<file path="src/rtl/div_pkg.sv">
// Shared definitions for the sequenced restoring divider: state encodings,
// default operand width and the iteration-counter width helper.
package div_pkg;

    typedef logic [1:0] state_t;

    localparam state_t StIdle = 2'd0;
    localparam state_t StIter = 2'd1;
    localparam state_t StSign = 2'd2;
    localparam state_t StDone = 2'd3;

    localparam int unsigned DefWidth = 8;

    // Counter only has to reach WIDTH-1, so clog2(WIDTH) bits suffice.
    function automatic int unsigned cnt_width(input int unsigned width);
        return (width > 1) ? $clog2(width) : 1;
    endfunction

endpackage

</file>
<file path="src/rtl/restoring_div_step.sv">
// One restoring-division iteration: shift {A,Qm} left, trial-subtract |M|,
// keep the difference and set the quotient bit only when it did not go negative.
module restoring_div_step #(
    parameter int unsigned WIDTH = 8
) (
    input  logic [WIDTH-1:0] i_a,
    input  logic [WIDTH-1:0] i_qm,
    input  logic [WIDTH-1:0] i_m,
    output logic [WIDTH-1:0] o_a,
    output logic [WIDTH-1:0] o_qm
);

    logic [WIDTH-1:0] w_a_sh;
    logic [WIDTH:0]   w_t;

    assign w_a_sh = {i_a[WIDTH-2:0], i_qm[WIDTH-1]};
    // Extra MSB of the trial difference is the borrow, i.e. the sign of T.
    assign w_t    = {1'b0, w_a_sh} - {1'b0, i_m};
    assign o_a    = w_t[WIDTH] ? w_a_sh : w_t[WIDTH-1:0];
    assign o_qm   = {i_qm[WIDTH-2:0], ~w_t[WIDTH]};

endmodule

</file>
<file path="src/rtl/restoring_div_seq_ctrl.sv">
// Multi-cycle signed restoring divider: magnitudes are divided one bit per clock,
// signs are applied in a final pass and the result is presented with a done pulse.
module restoring_div_seq_ctrl
    import div_pkg::*;
#(
    parameter int unsigned WIDTH = DefWidth
) (
    input  logic             clk,
    input  logic             rst,
    input  logic             start,
    input  logic [WIDTH-1:0] dividend,
    input  logic [WIDTH-1:0] divisor,
    output logic             busy,
    output logic             done,
    output logic [WIDTH-1:0] quotient,
    output logic [WIDTH-1:0] remainder,
    output logic             div_by_zero,
    output logic             overflow
);

    localparam int unsigned     CntW    = cnt_width(WIDTH);
    localparam logic [CntW-1:0] CntLast = CntW'(WIDTH - 1);
    localparam logic [WIDTH-1:0] MinVal = {1'b1, {(WIDTH-1){1'b0}}};

    function automatic logic [WIDTH-1:0] magnitude(input logic [WIDTH-1:0] v);
        return v[WIDTH-1] ? -v : v;
    endfunction

    state_t           r_state;
    state_t           w_state_d;
    logic [CntW-1:0]  r_cnt;
    logic [WIDTH-1:0] r_a;
    logic [WIDTH-1:0] r_qm;
    logic [WIDTH-1:0] r_m;
    logic             r_q_neg;
    logic             r_m_neg;
    logic             r_ovf_pend;
    logic             r_busy;
    logic             r_done;
    logic [WIDTH-1:0] r_quo;
    logic [WIDTH-1:0] r_rem;
    logic             r_dz;
    logic             r_ovf;
    logic             w_busy_d;
    logic             w_done_d;
    logic [WIDTH-1:0] w_a_nxt;
    logic [WIDTH-1:0] w_qm_nxt;

    restoring_div_step #(
        .WIDTH (WIDTH)
    ) u_step (
        .i_a  (r_a),
        .i_qm (r_qm),
        .i_m  (r_m),
        .o_a  (w_a_nxt),
        .o_qm (w_qm_nxt)
    );

    always_ff @(posedge clk) begin
        if (rst) begin
            r_state <= StIdle;
        end else begin
            r_state <= w_state_d;
        end
    end

    always_comb begin
        w_state_d = r_state;
        unique case (r_state)
            StIdle: begin
                if (start) begin
                    w_state_d = (divisor == '0) ? StSign : StIter;
                end
            end
            StIter: begin
                if (r_cnt == CntLast) begin
                    w_state_d = StSign;
                end
            end
            StSign:  w_state_d = StDone;
            StDone:  w_state_d = StIdle;
            default: w_state_d = StIdle;
        endcase
    end

    // Status flags are registered from the current state, so they trail it by one edge.
    always_comb begin
        w_busy_d = (r_state == StIter) || (r_state == StSign);
        w_done_d = (r_state == StDone);
    end

    always_ff @(posedge clk) begin
        if (rst) begin
            r_cnt      <= '0;
            r_a        <= '0;
            r_qm       <= '0;
            r_m        <= '0;
            r_q_neg    <= 1'b0;
            r_m_neg    <= 1'b0;
            r_ovf_pend <= 1'b0;
            r_busy     <= 1'b0;
            r_done     <= 1'b0;
            r_quo      <= '0;
            r_rem      <= '0;
            r_dz       <= 1'b0;
            r_ovf      <= 1'b0;
        end else begin
            r_busy <= w_busy_d;
            r_done <= w_done_d;
            unique case (r_state)
                StIdle: begin
                    if (start) begin
                        r_cnt      <= '0;
                        r_a        <= '0;
                        r_qm       <= magnitude(dividend);
                        r_m        <= magnitude(divisor);
                        r_q_neg    <= dividend[WIDTH-1];
                        r_m_neg    <= divisor[WIDTH-1];
                        r_ovf_pend <= (dividend == MinVal) && (divisor == '1);
                        r_dz       <= 1'b0;
                        r_ovf      <= 1'b0;
                    end
                end
                StIter: begin
                    r_a   <= w_a_nxt;
                    r_qm  <= w_qm_nxt;
                    r_cnt <= r_cnt + CntW'(1);
                end
                StSign: begin
                    // Zero divisor skips iteration, so Qm still holds |dividend|.
                    if (r_m == '0) begin
                        r_quo <= '1;
                        r_rem <= r_q_neg ? -r_qm : r_qm;
                        r_dz  <= 1'b1;
                    end else begin
                        r_quo <= (r_q_neg ^ r_m_neg) ? -r_qm : r_qm;
                        r_rem <= r_q_neg ? -r_a : r_a;
                        r_ovf <= r_ovf_pend;
                    end
                end
                default: ;
            endcase
        end
    end

    assign busy        = r_busy;
    assign done        = r_done;
    assign quotient    = r_quo;
    assign remainder   = r_rem;
    assign div_by_zero = r_dz;
    assign overflow    = r_ovf;

endmodule

</file>
<file path="config.mk">
export PLATFORM = sky130hd
export DESIGN_NAME = restoring_div_seq_ctrl
export DESIGN_NICKNAME = d
export VERILOG_FILES = /design/src/rtl/div_pkg.sv /design/src/rtl/restoring_div_step.sv /design/src/rtl/restoring_div_seq_ctrl.sv
export SDC_FILE = /design/constraint.sdc
export NUM_CORES = 1
export LEC_CHECK = 0
export ABC_AREA = 1
export ABC_CLOCK_PERIOD_IN_PS = 5150
export CORE_MARGIN = 4
export CORE_UTILIZATION = 30
export CTS_CLUSTER_SIZE = 28
export DETAILED_ROUTE_END_ITERATION = 8
export HOLD_SLACK_MARGIN = 0.03
export MAX_ROUTING_LAYER = met4
export PLACE_DENSITY = 0.46
export SLEW_MARGIN = 20
export SYNTH_ARGS = -nofsm -noshare
export SYNTH_HDL_FRONTEND = slang
export SYNTH_SLANG_ARGS = --single-unit
</file>
<file path="constraint.sdc">
create_clock -name clk -period 5.15 [get_ports clk]
set_input_delay 1.03 -clock clk [delete_from_list [all_inputs] [get_ports clk]]
set_output_delay 1.03 -clock clk [all_outputs]
set_load 0.02 [all_outputs]
</file>
Word level (Yosys, flattened, before mapping):

Index checks and enable logic that the tools add are counted.

* register bits after elaboration: 52
* input bits: 19
* output and inout port bits: 20

* muxes and demuxes: 23
* add/subtract/negate cells: 6
* reduce and logical (&&, ||, !) cells: 12
* bitwise logic cells: 2
* equal/unequal tests: 10

Operators by type and width (number)
* $mux W8: 10
* $neg A8 Y8: 4
* $pmux W8 S2: 2
* $eq A8 B8 Y1 const B: 2
* $logic_not A8 Y1: 2
* $sub A8 B8 Y9: 1
* $pmux W2 S4: 1
* $mux W2: 3
* $ne A2 B2 Y1 const B: 3
* $pmux W3 S2: 1
* $reduce_and A2 Y1: 3
* $reduce_and A3 Y1: 2
* $eq A2 B2 Y1 const B: 2
* $pmux W1 S2: 2
* $reduce_bool A2 Y1: 2
* $add A3 B1 Y3 const B: 1
* $eq A3 B3 Y1 const B: 1
* $mux W1: 3
* $mux W3: 1
* $eq A2 B1 Y1 const B: 1
* $logic_not A2 Y1: 1
* $ne A2 B1 Y1 const B: 1
* $logic_and A1 B1 Y1: 1
* $logic_or A1 B1 Y1: 1
* 2 further kinds: 2

Depth between registers and ports, before layout:

* depth in word-level cells: 4
* depth in mapped cells: 12
* mapped depth without buffers: 12

Cells and area by module:

Synthesis repeated with hierarchy kept, for this count alone.

* cells, all modules: 546
* area total of the unflattened synthesis: 3533.4 um^2

By module, submodules not included
* restoring_div_seq_ctrl: instances 1, cells an instance 443, area an instance 2937.8 um^2
* restoring_div_step: instances 1, cells an instance 103, area an instance 595.6 um^2

Least setup slack after synthesis:

OpenSTA, ideal clock, no wires.

* kind: input to register
* start: in divisor[0]
* end: reg r_state[1]
* stages on the path: 8
* buffers on the path: 0
* arrival time: 1.775 ns
* path slack: 3.260 ns
* path through: inv_1 > ha_1 > nand3_1 > nor2_1 > a21oi_1 > a21oi_1 > o21ai_0 > inv_1

* word-level cells in the longest chain between the ends: 4

RTL lines
* start: declaration: line restoring_div_seq_ctrl.sv:12 `input logic [WIDTH-1:0] divisor,`
* $logic_not A8 Y1: line restoring_div_seq_ctrl.sv:72 `w_state_d = (divisor == '0) ? StSign : StIter;`
* $mux W2: line restoring_div_seq_ctrl.sv:72
* $mux W2: line restoring_div_seq_ctrl.sv:71 `if (start) begin`
* $pmux W2 S4: line restoring_div_seq_ctrl.sv:69 `unique case (r_state)`
* end signal: assignment: line restoring_div_seq_ctrl.sv:61 `r_state <= StIdle;`
* end signal: assignment: line restoring_div_seq_ctrl.sv:63 `r_state <= w_state_d;`
* end: declaration: line restoring_div_seq_ctrl.sv:29 `state_t r_state;`

No other way between the ends. The select of a mux whose other input is x is not followed.
A chain may end at the register's enable or synchronous reset.

Worst setup path after layout:

* start: reg r_state[0]
* end: reg r_rem[6] (netlist: remainder[6])

* word-level cells in the longest chain between the ends: 1

RTL lines
* $eq A2 B2 Y1: line restoring_div_seq_ctrl.sv:110 `unique case (r_state)`
* end signal: assignment: line restoring_div_seq_ctrl.sv:133 `r_rem <= r_q_neg ? -r_qm : r_qm;`
* end signal: assignment: line restoring_div_seq_ctrl.sv:137 `r_rem <= r_q_neg ? -r_a : r_a;`
* end: declaration: line restoring_div_seq_ctrl.sv:41 `logic [WIDTH-1:0] r_rem;`

No other way between the ends.

==> run metrics <==
status=completed; hold path endpoint=r_cnt[0]; Synth top cells by count=nand2_1 (133), inv_1 (76), dfxtp_1 (52); cell count after synthesis=537; Reg-to-Reg End=remainder[6]; # setup viols final=0; mapped cell area=3550 sq um; initial drt markers=112; via count=3,352; WHS Path Cells=1; Net Sw Power=1.32 mW; Max stage delay on crit path=0.76 ns; TritonRoute pass-1 iters=4; layout cell share with drive strength beyond 1=8.66%; first-pass GRT wire length=16,400 um; n_diodes=0; CP max FO=15; skew final=0.00726 ns; largest area contributor in the netlist=dfxtp_1; net count after synthesis=578; vias in the first global route=3,237; CTS Buf Count=5; Core Area=11,500 sq um; post-route setup TNS=0 ns; cell area power density=623 nW/um^2; ANT nets after route=0; H-tree levels=2; Die Footprint=13,600 sq um; die span in x=117 um; Synth-to-Final Area Change=17.1%; Post-CTS Resized=0; f_max=398 MHz; Synthesis Warnings=0; postcts setup bufs=0; top cells by area, synth=dfxtp_1 (29%), nand2_1 (14%), inv_1 (8.0%); cell with the most instances after synthesis=nand2_1; top cell type's share of synthesized area=29.3%; Max Cap Violations=0; reg2reg start=r_state[0]; I/O Buffers=38; Clock Latency Late Sink=0.29 ns; DRC Markers=0; Finished Cell Area=4160 sq um; RSZ-0062 raised after global routing=no; Nets=607; Total Routing Usage GR=15.4%; root buf cell=clkbuf_16; Unique masters post-synth=42; deepest clock path buffer count=2; worst vdd ir=203 uV; DR vias/cell=4.73; worst slew pin tran=0.922 ns; setup slack on the worst flop-to-flop path=2.64 ns; Starting Density=30.8%; Comb power frac=63.2%; CP Data Arrival Time=2.75 ns; antenna violations before repair=0; Cell Rows=39; crit path max-delay cell type=nor2_1; Worst Reg-to-Reg Cells=8; Final Util=36.1%; Hold Crit Start=r_cnt[0]; Hold Buf Count CTS=0; crit-path cells=inv_1 > ha_1 > inv_2 > nor2_1 > nand3_1 > nand3_1 > nand2_1 > inv_1; CTS tree=done; worst rel slew slack=38.3%; CP endpoint kind=flop; Leak=1.87 nW; Critical Path RT=5.38 ns; Yosys reg bits=52; drt total wl=9510 um; min Tclk post-route=2.51 ns; Crit Path Class=flop to flop; Hold Path Class=flop to flop; Worst setup SP type=flop; predominant post-synthesis flop cell=dfxtp_1; Switching Share=50.9%; total gr overflow=0; Routability Congestion=0.852; Top-Level Pins=39; CTS sink count=52; EDFF count, synth=0; largest net degree at the start of global routing=29; sequential area share after synthesis=29.3%; Slew Viols, Final=0; Tcrit/Tclk final=48.8%; Clk network pwr share=12.5%; Chip Height=117 um; final hold viol count=0; routed len/inst=13.4 um; FFs w/ async S/R, synth=0%; internal power=1.27 mW; DP HPWL=7410 um; mean post-synth cell area=6.61 sq um; DP Area=4020 sq um; clk slew on worst S/H paths=0.06 ns; sequential power share=24.4%
## final cells by class
class | count | area (sq um)
Fill cell | 1283 | 7360
Multi-Input combinational cell | 383 | 2090
Sequential cell | 52 | 1040
Timing Repair Buffer | 39 | 388
Inverter | 85 | 324
Tap cell | 143 | 179
Clock buffer | 6 | 129
Clock inverter | 1 | 5.00
## cell families after synthesis
kind of cell,synth area share (%)
adder cells (fa/ha/maj),7.97
XOR/XNOR,2.71
flip-flops,29.3
buffers and inverters,11.7
AO/OA/AOI/OAI,17.6
AND/OR/NAND/NOR,30.7
## sequential cells by signal, indices dropped and copies added (netlist names)
register     count
overflow         1
done             1
busy             1
r_cnt            3
div_by_zero      1
r_state          2
remainder        8
r_qm             8
r_q_neg          1
quotient         8
r_m              8
r_m_neg          1
r_ovf_pend       1
r_a              8
## worst max-delay path by stage
stage	slack, ns	cells after the start	start	end
final	2.64	8	r_state[0]	remainder[6]
after global routing	2.36	8	r_state[0]	remainder[5]
after CTS	2.59	8	r_state[0]	remainder[6]
after detailed placement	2.31	5	rst	remainder[2]
after global placement	2.37	5	rst	remainder[2]
after floorplan	3.26	8	divisor[0]	r_state[1]
## through the flow
step	instances	power (mW)	setup WS [ns]	hold WS (ns)
2_1_floorplan	537	1.89	3.26	0.429
3_3_place_gp	702	2.28	2.37	0.447
3_5_place_dp	702	2.28	2.31	0.455
4_1_cts	709	2.62	2.59	0.461
5_1_grt	709	2.88	2.36	0.494
6_report	709	2.59	2.64	0.462
## per-layer routing
layer	vias up	routed length (um)	global-route usage, %
met4	0	69	2.52
li1	1781	-	-
met2	40	4070	22.8
met1	1525	5080	22.5
met3	6	289	2.31
met5	-	0	-
## worst max-delay path: cells and delay by family, from the launching register on
family / cells / cell delay, ns
and+or+nand+nor: 4 / 1.14
adders and majority gates: 1 / 0.58
DFF: 1 / 0.35
buffers and inverters: 3 / 0.39
## layout by cell type (no fill, tap or decap), types with 5 or more instances in the layout
| cell type | instances |
|---|---|
| nand2_1 | 133 |
| inv_1 | 76 |
| dfxtp_1 | 52 |
| a21oi_1 | 44 |
| nor2_1 | 40 |
| nand3_1 | 39 |
| clkdlybuf4s50_1 | 38 |
| o21ai_0 | 30 |
| ha_1 | 21 |
| a21oi_2 | 10 |
| xor2_1 | 8 |
| inv_2 | 7 |
| nand2_2 | 7 |
| o21ai_1 | 7 |
| nand4_1 | 7 |
| clkbuf_16 | 5 |
## power by group through the flow
| stage | logic [mW] | registers [mW] | clock network (mW) |
|---|---|---|---|
| 2_1_floorplan | 1.24 | 0.644 | 0 |
| 3_3_place_gp | 1.64 | 0.640 | 0 |
| 3_5_place_dp | 1.64 | 0.640 | 0 |
| 4_1_cts | 1.65 | 0.632 | 0.336 |
| 5_1_grt | 1.88 | 0.652 | 0.351 |
| 6_report | 1.64 | 0.631 | 0.323 |
(Power assumes the default switching activity.)
